===== config.mk =====
export PLATFORM = sky130hd
export DESIGN_NAME = gcd_ctrl_flat
export DESIGN_NICKNAME = d
export VERILOG_FILES = /design/src/rtl/gcd_if.sv /design/src/rtl/gcd_ctrl.sv /design/src/flat_wrapper.sv
export SDC_FILE = /design/constraint.sdc
export NUM_CORES = 1
export LEC_CHECK = 0
export CORE_ASPECT_RATIO = 0.75
export CORE_MARGIN = 2
export CORE_UTILIZATION = 39
export DETAILED_ROUTE_END_ITERATION = 7
export PLACE_DENSITY = 0.71
export SLEW_MARGIN = 40
export SYNTH_ARGS = -nofsm -noshare
export SYNTH_HDL_FRONTEND = slang
export SYNTH_SLANG_ARGS = --single-unit

===== constraint.sdc =====
create_clock -name clk -period 3.5 [get_ports clk]
set_input_delay 0.35 -clock clk [delete_from_list [all_inputs] [get_ports clk]]
set_output_delay 0.35 -clock clk [all_outputs]
set_load 0.03 [all_outputs]

===== src/rtl/gcd_if.sv =====
// Operand/result handshake bundle for gcd_ctrl.
// The slave side belongs to the GCD engine; the master side drives operands and drains results.
interface gcd_if #(
    parameter int WIDTH = 32
);
    logic             in_valid;
    logic             in_ready;
    logic [WIDTH-1:0] a;
    logic [WIDTH-1:0] b;
    logic             out_valid;
    logic             out_ready;
    logic [WIDTH-1:0] result;
    logic [15:0]      iter_count;
    logic             err;
    logic             busy;

    modport slave (
        input  in_valid, a, b, out_ready,
        output in_ready, out_valid, result, iter_count, err, busy
    );

    modport master (
        output in_valid, a, b, out_ready,
        input  in_ready, out_valid, result, iter_count, err, busy
    );
endinterface


===== src/rtl/gcd_ctrl.sv =====
// Subtractive GCD engine with a step limit and valid/ready handshakes.
// One subtraction per cycle; zero operands short-circuit straight to the result.
module gcd_ctrl #(
    parameter int WIDTH    = 32,
    parameter int MAX_ITER = 1024
) (
    input  logic  clk,
    input  logic  rst,
    gcd_if.slave  io
);
    typedef enum logic [1:0] {
        IDLE,
        CALC,
        DONE
    } state_t;

    localparam logic [15:0] MAX_C = 16'(MAX_ITER);

    state_t           state_q, state_d;
    logic [WIDTH-1:0] x_q, x_d;
    logic [WIDTH-1:0] y_q, y_d;
    logic [15:0]      cnt_q, cnt_d;
    logic [WIDTH-1:0] res_q, res_d;
    logic [15:0]      iter_q, iter_d;
    logic             err_q, err_d;

    always_ff @(posedge clk or posedge rst) begin
        if (rst) begin
            state_q <= IDLE;
            x_q     <= '0;
            y_q     <= '0;
            cnt_q   <= '0;
            res_q   <= '0;
            iter_q  <= '0;
            err_q   <= 1'b0;
        end else begin
            state_q <= state_d;
            x_q     <= x_d;
            y_q     <= y_d;
            cnt_q   <= cnt_d;
            res_q   <= res_d;
            iter_q  <= iter_d;
            err_q   <= err_d;
        end
    end

    always_comb begin
        state_d = state_q;
        x_d     = x_q;
        y_d     = y_q;
        cnt_d   = cnt_q;
        res_d   = res_q;
        iter_d  = iter_q;
        err_d   = err_q;
        unique case (state_q)
            IDLE: begin
                if (io.in_valid) begin
                    x_d   = io.a;
                    y_d   = io.b;
                    cnt_d = '0;
                    if (io.a == '0 || io.b == '0) begin
                        state_d = DONE;
                        res_d   = io.a | io.b;
                        iter_d  = '0;
                        err_d   = 1'b0;
                    end else begin
                        state_d = CALC;
                    end
                end
            end
            CALC: begin
                // Equality wins over the limit so a pair finishing exactly at the limit succeeds
                if (x_q == y_q) begin
                    state_d = DONE;
                    res_d   = x_q;
                    iter_d  = cnt_q;
                    err_d   = 1'b0;
                end else if (cnt_q == MAX_C) begin
                    state_d = DONE;
                    res_d   = '0;
                    iter_d  = cnt_q;
                    err_d   = 1'b1;
                end else if (x_q > y_q) begin
                    x_d   = x_q - y_q;
                    cnt_d = cnt_q + 16'd1;
                end else begin
                    y_d   = y_q - x_q;
                    cnt_d = cnt_q + 16'd1;
                end
            end
            DONE: begin
                if (io.out_ready) begin
                    state_d = IDLE;
                end
            end
            default: begin
                state_d = IDLE;
            end
        endcase
    end

    assign io.in_ready   = (state_q == IDLE);
    assign io.out_valid  = (state_q == DONE);
    assign io.busy       = (state_q == CALC);
    assign io.result     = res_q;
    assign io.iter_count = iter_q;
    assign io.err        = err_q;
endmodule


===== src/flat_wrapper.sv =====
// flat-port wrapper written by rule: the top's interface ports become plain ports
module gcd_ctrl_flat 
#(
    parameter int WIDTH    = 32,
    parameter int MAX_ITER = 1024
)
  (clk, rst, io_in_valid, io_a, io_b, io_out_ready, io_in_ready, io_out_valid, io_result, io_iter_count, io_err, io_busy);
  gcd_if #(.WIDTH(WIDTH)) io_i ();
  input  logic clk;
  input  logic rst;
  input wire logic [$bits(io_i.in_valid)-1:0] io_in_valid;
  input wire logic [$bits(io_i.a)-1:0] io_a;
  input wire logic [$bits(io_i.b)-1:0] io_b;
  input wire logic [$bits(io_i.out_ready)-1:0] io_out_ready;
  output wire logic [$bits(io_i.in_ready)-1:0] io_in_ready;
  output wire logic [$bits(io_i.out_valid)-1:0] io_out_valid;
  output wire logic [$bits(io_i.result)-1:0] io_result;
  output wire logic [$bits(io_i.iter_count)-1:0] io_iter_count;
  output wire logic [$bits(io_i.err)-1:0] io_err;
  output wire logic [$bits(io_i.busy)-1:0] io_busy;
  assign io_i.in_valid = io_in_valid;
  assign io_i.a = io_a;
  assign io_i.b = io_b;
  assign io_i.out_ready = io_out_ready;
  assign io_in_ready = io_i.in_ready;
  assign io_out_valid = io_i.out_valid;
  assign io_result = io_i.result;
  assign io_iter_count = io_i.iter_count;
  assign io_err = io_i.err;
  assign io_busy = io_i.busy;
  gcd_ctrl #(.WIDTH(WIDTH), .MAX_ITER(MAX_ITER)) u_core (.clk(clk), .rst(rst), .io(io_i));
endmodule

==> summary.md, run 1 <==
| Metric | Value |
|---|---|
| EDFF count, synth | `0` |
| Count of final hold-check violations | `0` |
| CTS max path bufs | `2` |
| Min cycle time layout | `3280 ps` |
| Post-synthesis sequential area ratio | `0.333` |
| Synth top area cells | `dfrtp_1 33%, ha_1 8.3%, o21ai_0 6.3%, a21oi_1 6.2%, nand2_1 4.8%` |
| FF-to-FF setup slack | `220 ps` |
| Worst Setup Path Type | `reg -> reg` |
| Post-DP HPWL | `24100 um` |
| WL/cell | `19.1 um` |
| Crit-path max FO | `32` |
| Layout fillers | `2436` |
| Warnings from Yosys | `0` |
| Mapped Cells | `1227` |
| Core footprint | `24900 sq um` |
| TritonCTS Buffers | `17` |
| Status | `complete, no violations` |
| Final setup TNS | `0 ps` |
| Placed insts | `1648` |
| Number of global-route vias before repair | `9071` |
| Routability Congestion | `0.967` |
| Crit path to | `u_core.y_q[9]$_DFFE_PP0P_` |
| Setup crit start kind | `register` |
| # hold bufs at CTS | `0` |
| Crit path from | `u_core.x_q[0]$_DFFE_PP0P_` |
| Achievable Freq | `0.305 GHz` |
| Synth area leader | `dfrtp_1` |
| Die Y | `142 um` |
| Area Growth Syn to Fin | `22.6%` |
| Die footprint | `26500 sq um` |
| CTS Sinks | `131` |
| Pin count of the biggest net entering global routing | `132` |
| Top FF cell, synth | `dfrtp_1` |
| Crit. End Element | `register` |
| Post-synth ARST share | `1.00` |
| Max cap viols | `0` |
| RSZ-0062 raised after global routing | `no` |
| Initial antenna violation count | `0` |
| Worst EP required | `3860 ps` |
| Count of antenna-violating nets left after detailed routing | `0` |
| H-tree depth | `4` |
| # DRC | `0` |
| Reg-to-reg critical path endpoint | `u_core.y_q[9]$_DFFE_PP0P_` |
| Worst clock skew | `13.3 ps` |
| Die width | `187 um` |
| Post-synth top cells | `131 x dfrtp_1, 125 x nand2_1, 123 x o21ai_0` |
| PostCTS Resize Cnt | `0` |
| Synthesized cell area | `9840 sq um` |
| Total Nets Final | `1464` |
| Worst Hold Class | `reg -> reg` |
| GRT Residual Overflow | `0` |
| Pins over their slew limit | `0` |
| Post-Layout Cell Count | `1680` |
| Synth top area share | `0.333` |
| Post-CTS Setup Bufs | `0` |
| Critical path arrival | `3650 ps` |
| Worst-Margin Slew | `769 ps` |
| Tot GR Track Use | `0.247` |
| Routed vias | `9601` |
| WHS | `472 ps` |
| CTS tree | `done` |
| DR iter-0 viols | `910` |
| Final cycle utilization of the critical path | `0.938` |
| CTS root buffer | `clkbuf_16` |
| R2R cell count | `13` |
| Drt first pass iters | `6` |
| Setup-failing EPs final | `0` |
| Mean Syn Cell Area | `8.02 sq um` |
| Count of different cell masters after synthesis | `67` |
| WL final | `32100 um` |
| Port bufs | `119` |
| Flops & latches, synth | `131` |
| Max-slew headroom | `0.487` |
| Site row count | `50` |
| Share of cells above drive strength 1 | `0.0708` |
| Reg2Reg Launch Point | `u_core.x_q[0]$_DFFE_PP0P_` |
| Most frequent cell after synthesis | `dfrtp_1` |
| First-pass GRT wire length | `51600 um` |
| Clock slew at reported path FFs | `60 ps` |
| Antenna fix cells | `0` |
| WHS Path Cells | `1` |
| Worst-skew pair later-pin latency | `450 ps` |
| Ports | `120` |
| Post-Syn Nets | `1362` |
| Vias per cell | `5.71` |
| Initial Utilization | `0.395` |
worst max-delay path, stage by stage (launching register included):
cell	delay (ps)
dfrtp_1	380
inv_1	60
ha_1	210
fa_1	380
nand2b_1	190
a211oi_1	470
o211a_1	250
or3_4	130
a21boi_1	120
o31a_1	360
a21oi_4	200
buf_12	210
a211oi_1	80
a21oi_1	160
metrics by stage:
stage | utilization | setup WS (ps) | cell area [sq um]
finish | 0.484 | 217 | 12100
detailed placement | 0.461 | 278 | 11500
floorplan | - | 597 | 9840
global route | 0.484 | 7.26 | 12100
global placement | 0.461 | 368 | 11500
CTS | 0.484 | 271 | 12100
layout by cell type (no fill, tap or decap), types with 17 or more instances in the layout:
cell,synthesis,final
nand2_1,125,125
inv_1,82,81
nor3_1,17,17
dfrtp_1,131,131
nor2_1,89,89
a21o_1,48,48
clkbuf_16,0,17
a21oi_1,121,121
nand3_1,49,49
xor2_1,36,36
ha_1,65,65
buf_4,4,36
a211oi_1,24,24
clkdlybuf4s50_1,0,119
nand4_1,24,24
xnor2_1,27,27
nor4_1,22,22
o21ai_0,123,123
layer usage:
metal  global-route usage  share of wire
met3               0.0579          0.082
met4               0.0539          0.013
met2                0.351           0.41
met1                0.377           0.49
met5                    0              0
registers in the layout, summed over array words and instances (netlist names):
| register | flops |
|---|---|
| u_core.y_q | 32 |
| u_core.io.result | 32 |
| u_core.state_q | 2 |
| u_core.io.iter_count | 16 |
| u_core.x_q | 32 |
| u_core.io.err | 1 |
| u_core.cnt_q | 16 |
how the worst min path moves through the flow:
stage	start	endpoint	slack, ps
global placement	u_core.io.result[21]$_DFFE_PP0P_	u_core.io.result[21]$_DFFE_PP0P_	460
CTS	u_core.io.result[18]$_DFFE_PP0P_	u_core.io.result[18]$_DFFE_PP0P_	480
finish	u_core.io.result[22]$_DFFE_PP0P_	u_core.io.result[22]$_DFFE_PP0P_	470
detailed placement	u_core.io.result[7]$_DFFE_PP0P_	u_core.io.result[7]$_DFFE_PP0P_	460
floorplan	u_core.y_q[31]$_DFFE_PP0P_	u_core.y_q[31]$_DFFE_PP0P_	460
global route	u_core.io.result[7]$_DFFE_PP0P_	u_core.io.result[7]$_DFFE_PP0P_	500
final cells by class:
| class | count | area, sq um | area share |
|---|---|---|---|
| multi-input cells | 936 | 5900 | 0.490 |
| flip-flops and latches | 131 | 3280 | 0.272 |
| repair buffers | 160 | 1560 | 0.129 |
| clock buffers | 19 | 453 | 0.0376 |
| well taps | 338 | 423 | 0.0351 |
| inverters | 83 | 315 | 0.0261 |
| clock inverters | 13 | 124 | 0.0103 |
logic make-up (layout without fill, tap and decap cells):
group,after synthesis,in the layout,share of synthesized area
buffers and inverters,160,275,0.0682
and+or+nand+nor,370,370,0.175
DFF,131,131,0.333
muxes,15,15,0.0159
adders and majority gates,67,67,0.0867
xor gates and xnor gates,63,63,0.0561
AOI/OAI and AO/OA,421,421,0.265
Power of run 1 is left out: the tool's default activity adds up to more than one toggle a clock period on the data nets, which glitch-free logic cannot reach.
==> run 2: changes to the inputs <==
==> constraint.sdc (replaced) <==
create_clock -name clk -period 3.5 [get_ports clk]
set_input_delay 0.35 -clock clk [delete_from_list [all_inputs] [get_ports clk]]
set_output_delay 0.35 -clock clk [all_outputs]
set_load 0.005 [all_outputs]
==> run 2 against run 1 <==
Compared with the run above: final cell count up 0.12%; critical path depth down 1; design area about the same; global-route usage down 0.28 points; setup slack better by 54 ps; utilization about the same; non-clock buffer count up 2; routed wire length down 0.19%; sequential share of layout area about the same; register-to-register slack better by 50 ps; clock skew down 1.1 ps; fmax up 1.7%.
==> summary.md, run 2 (same netlist as run 1, synthesis figures left out) <==
| Metric | Value |
|---|---|
| Drt first pass iters | `8 (was 6)` |
| Area Growth Syn to Fin | `22.7% (was 22.6%)` |
| DR iter-0 viols | `951 (was 910)` |
| Vias per cell | `5.73 (was 5.71)` |
| Crit path from | `u_core.y_q[11]$_DFFE_PP0P_ (was u_core.x_q[0]$_DFFE_PP0P_)` |
| Global-route track usage on met3 | `0.0539 (was 0.0579)` |
| Crit path to | `u_core.y_q[13]$_DFFE_PP0P_ (was u_core.y_q[9]$_DFFE_PP0P_)` |
| Pins over their slew limit | `0 (unchanged)` |
| GRT Residual Overflow | `0 (unchanged)` |
| Final setup TNS | `0 ps (unchanged)` |
| Post-CTS Setup Bufs | `0 (unchanged)` |
| Setup-failing EPs final | `0 (unchanged)` |
| CTS Sinks | `131 (unchanged)` |
| Worst Hold Class | `in -> async (was reg -> reg)` |
| Count of antenna-violating nets left after detailed routing | `0 (unchanged)` |
| Met2 usage | `0.354 (was 0.351)` |
| CP max-delay cell | `ha_1 (was a211oi_1)` |
| Global route hottest layer | `met1 (unchanged)` |
| # DRC | `0 (unchanged)` |
| Family with the most delay on the worst path | `compound AO/OA/AOI/OAI gates (unchanged)` |
| Min cycle time layout | `3230 ps (was 3280 ps)` |
| Worst Setup Path Type | `reg -> reg (unchanged)` |
| Ports | `120 (unchanged)` |
| TritonCTS Buffers | `17 (unchanged)` |
| Reg2Reg Launch Point | `u_core.y_q[11]$_DFFE_PP0P_ (was u_core.x_q[0]$_DFFE_PP0P_)` |
| Most frequent cells in the layout | `131 x dfrtp_1, 125 x nand2_1, 123 x o21ai_0 (unchanged)` |
| Initial Utilization | `0.395 (unchanged)` |
| Count of final hold-check violations | `0 (unchanged)` |
| Port bufs | `119 (unchanged)` |
| Die footprint | `26500 sq um (unchanged)` |
| Max cap viols | `0 (unchanged)` |
| Worst-skew pair later-pin latency | `440 ps (was 450 ps)` |
| Pin count of the biggest net entering global routing | `83 (was 132)` |
| Die width | `187 um (unchanged)` |
| Routability Congestion | `0.958 (was 0.967)` |
| Final cycle utilization of the critical path | `0.922 (was 0.938)` |
| Number of global-route vias before repair | `9183 (was 9071)` |
| Crit. End Element | `register (unchanged)` |
| Die Y | `142 um (unchanged)` |
| WL/cell | `19.1 um (about the same)` |
| CP dominant cell by count | `a21oi_1 (was a211oi_1)` |
| Max-slew headroom | `0.473 (was 0.487)` |
| GR Util met1 | `0.369 (was 0.377)` |
| WL final | `32000 um (was 32100 um)` |
| R2R cell count | `12 (was 13)` |
| Achievable Freq | `0.310 GHz (was 0.305 GHz)` |
| CTS root buffer | `clkbuf_16 (unchanged)` |
| Post-DP HPWL | `23900 um (was 24100 um)` |
| Status | `complete, no violations (unchanged)` |
| Antenna fix cells | `0 (unchanged)` |
| Layout Utilization | `0.485 (was 0.484)` |
| Post-route cell area | `12100 sq um (about the same)` |
| Total Nets Final | `1466 (was 1464)` |
| Worst EP required | `3810 ps (was 3860 ps)` |
| Site row count | `50 (unchanged)` |
| Placed inst area | `11500 sq um (about the same)` |
| Routed vias | `9632 (was 9601)` |
| Core footprint | `24900 sq um (unchanged)` |
| Commonest non-fill, non-tap cell in the layout | `dfrtp_1 (unchanged)` |
| RSZ-0062 raised after global routing | `no (unchanged)` |
| Worst clock skew | `12.2 ps (was 13.3 ps)` |
| Worst-Margin Slew | `791 ps (was 769 ps)` |
| Critical path arrival | `3540 ps (was 3650 ps)` |
| Share of cells above drive strength 1 | `0.0737 (was 0.0708)` |
| Slowest stage delay, CP | `450 ps (was 470 ps)` |
| First-pass GRT wire length | `51500 um (was 51600 um)` |
| CTS max path bufs | `2 (unchanged)` |
| Crit-path max FO | `32 (unchanged)` |
| Initial antenna violation count | `0 (unchanged)` |
| Worst path bufs/invs | `2 (unchanged)` |
| Crit path depth | `12 (was 13)` |
| Setup crit start kind | `register (unchanged)` |
| Reg-to-reg critical path endpoint | `u_core.y_q[13]$_DFFE_PP0P_ (was u_core.y_q[9]$_DFFE_PP0P_)` |
| Tot GR Track Use | `0.244 (was 0.247)` |
| WHS | `375 ps (was 472 ps)` |
| Clock slew at reported path FFs | `70 ps (was 60 ps)` |
| FF-to-FF setup slack | `270 ps (was 220 ps)` |
| CTS tree | `done (unchanged)` |
| H-tree depth | `4 (unchanged)` |
| Cell Chain, Critical Path | `inv_1, ha_1, a21oi_1, o21a_1, o221ai_1, or3_4, a21boi_1, o31a_1, a21oi_4, buf_12, a211oi_1, a21oi_1 (was inv_1, ha_1, fa_1, nand2b_1, a211oi_1, o211a_1, or3_4, a21boi_1, o31a_1, a21oi_4, buf_12, a211oi_1, a21oi_1)` |
==> run 2: how the worst min path moves through the flow <==
stage	startpoint	end	cells after the start
finish	rst	u_core.x_q[27]$_DFFE_PP0P_	3
global placement	u_core.io.result[21]$_DFFE_PP0P_	u_core.io.result[21]$_DFFE_PP0P_	1
global route	rst	u_core.y_q[29]$_DFFE_PP0P_	3
CTS	rst	u_core.x_q[27]$_DFFE_PP0P_	3
floorplan	u_core.y_q[31]$_DFFE_PP0P_	u_core.y_q[31]$_DFFE_PP0P_	2
detailed placement	u_core.io.result[21]$_DFFE_PP0P_	u_core.io.result[21]$_DFFE_PP0P_	1
==> run 2: timing repair <==
action                                  CTS  global route
endpoints found under the setup margin    0            27
hold buffers                              0             0
endpoints found under the hold margin     0             0
gates resized for setup                   0             2
==> run 2: worst min-delay path, delay by kind of cell <==
kind,cells,cell delay (ps)
buffers and inverters,3,880
==> run 2: metal layers <==
layer	part of all wire	vias up
met2	0.41	356
met5	0	-
li1	-	4570
met3	0.079	35
met4	0.011	0
met1	0.50	4671
==> run 2: final cells by class <==
| type | instances | area (sq um) |
|---|---|---|
| timing repair buffer | 162 | 1580 |
| multi-input combinational | 936 | 5920 |
| sequential | 131 | 3280 |
| clock buffer | 17 | 425 |
| tap | 338 | 423 |
| fill | 2439 | 12800 |
| inverter | 83 | 315 |
| clock inverter | 15 | 134 |
==> run 2: stage by stage <==
stage	setup slack, ps	cells
finish	272	1682
CTS	213	1682
global placement	368	1650
floorplan	597	1227
global route	47.3	1682
detailed placement	230	1650
Power of run 2 is left out for the same reason.
==> run 3: changes to the inputs <==
- SLEW_MARGIN: 40 -> 20
==> results of run 3 <==
The final DEF is identical to that of run 2; final timing and power are the same.
Power of run 3 is left out for the same reason.
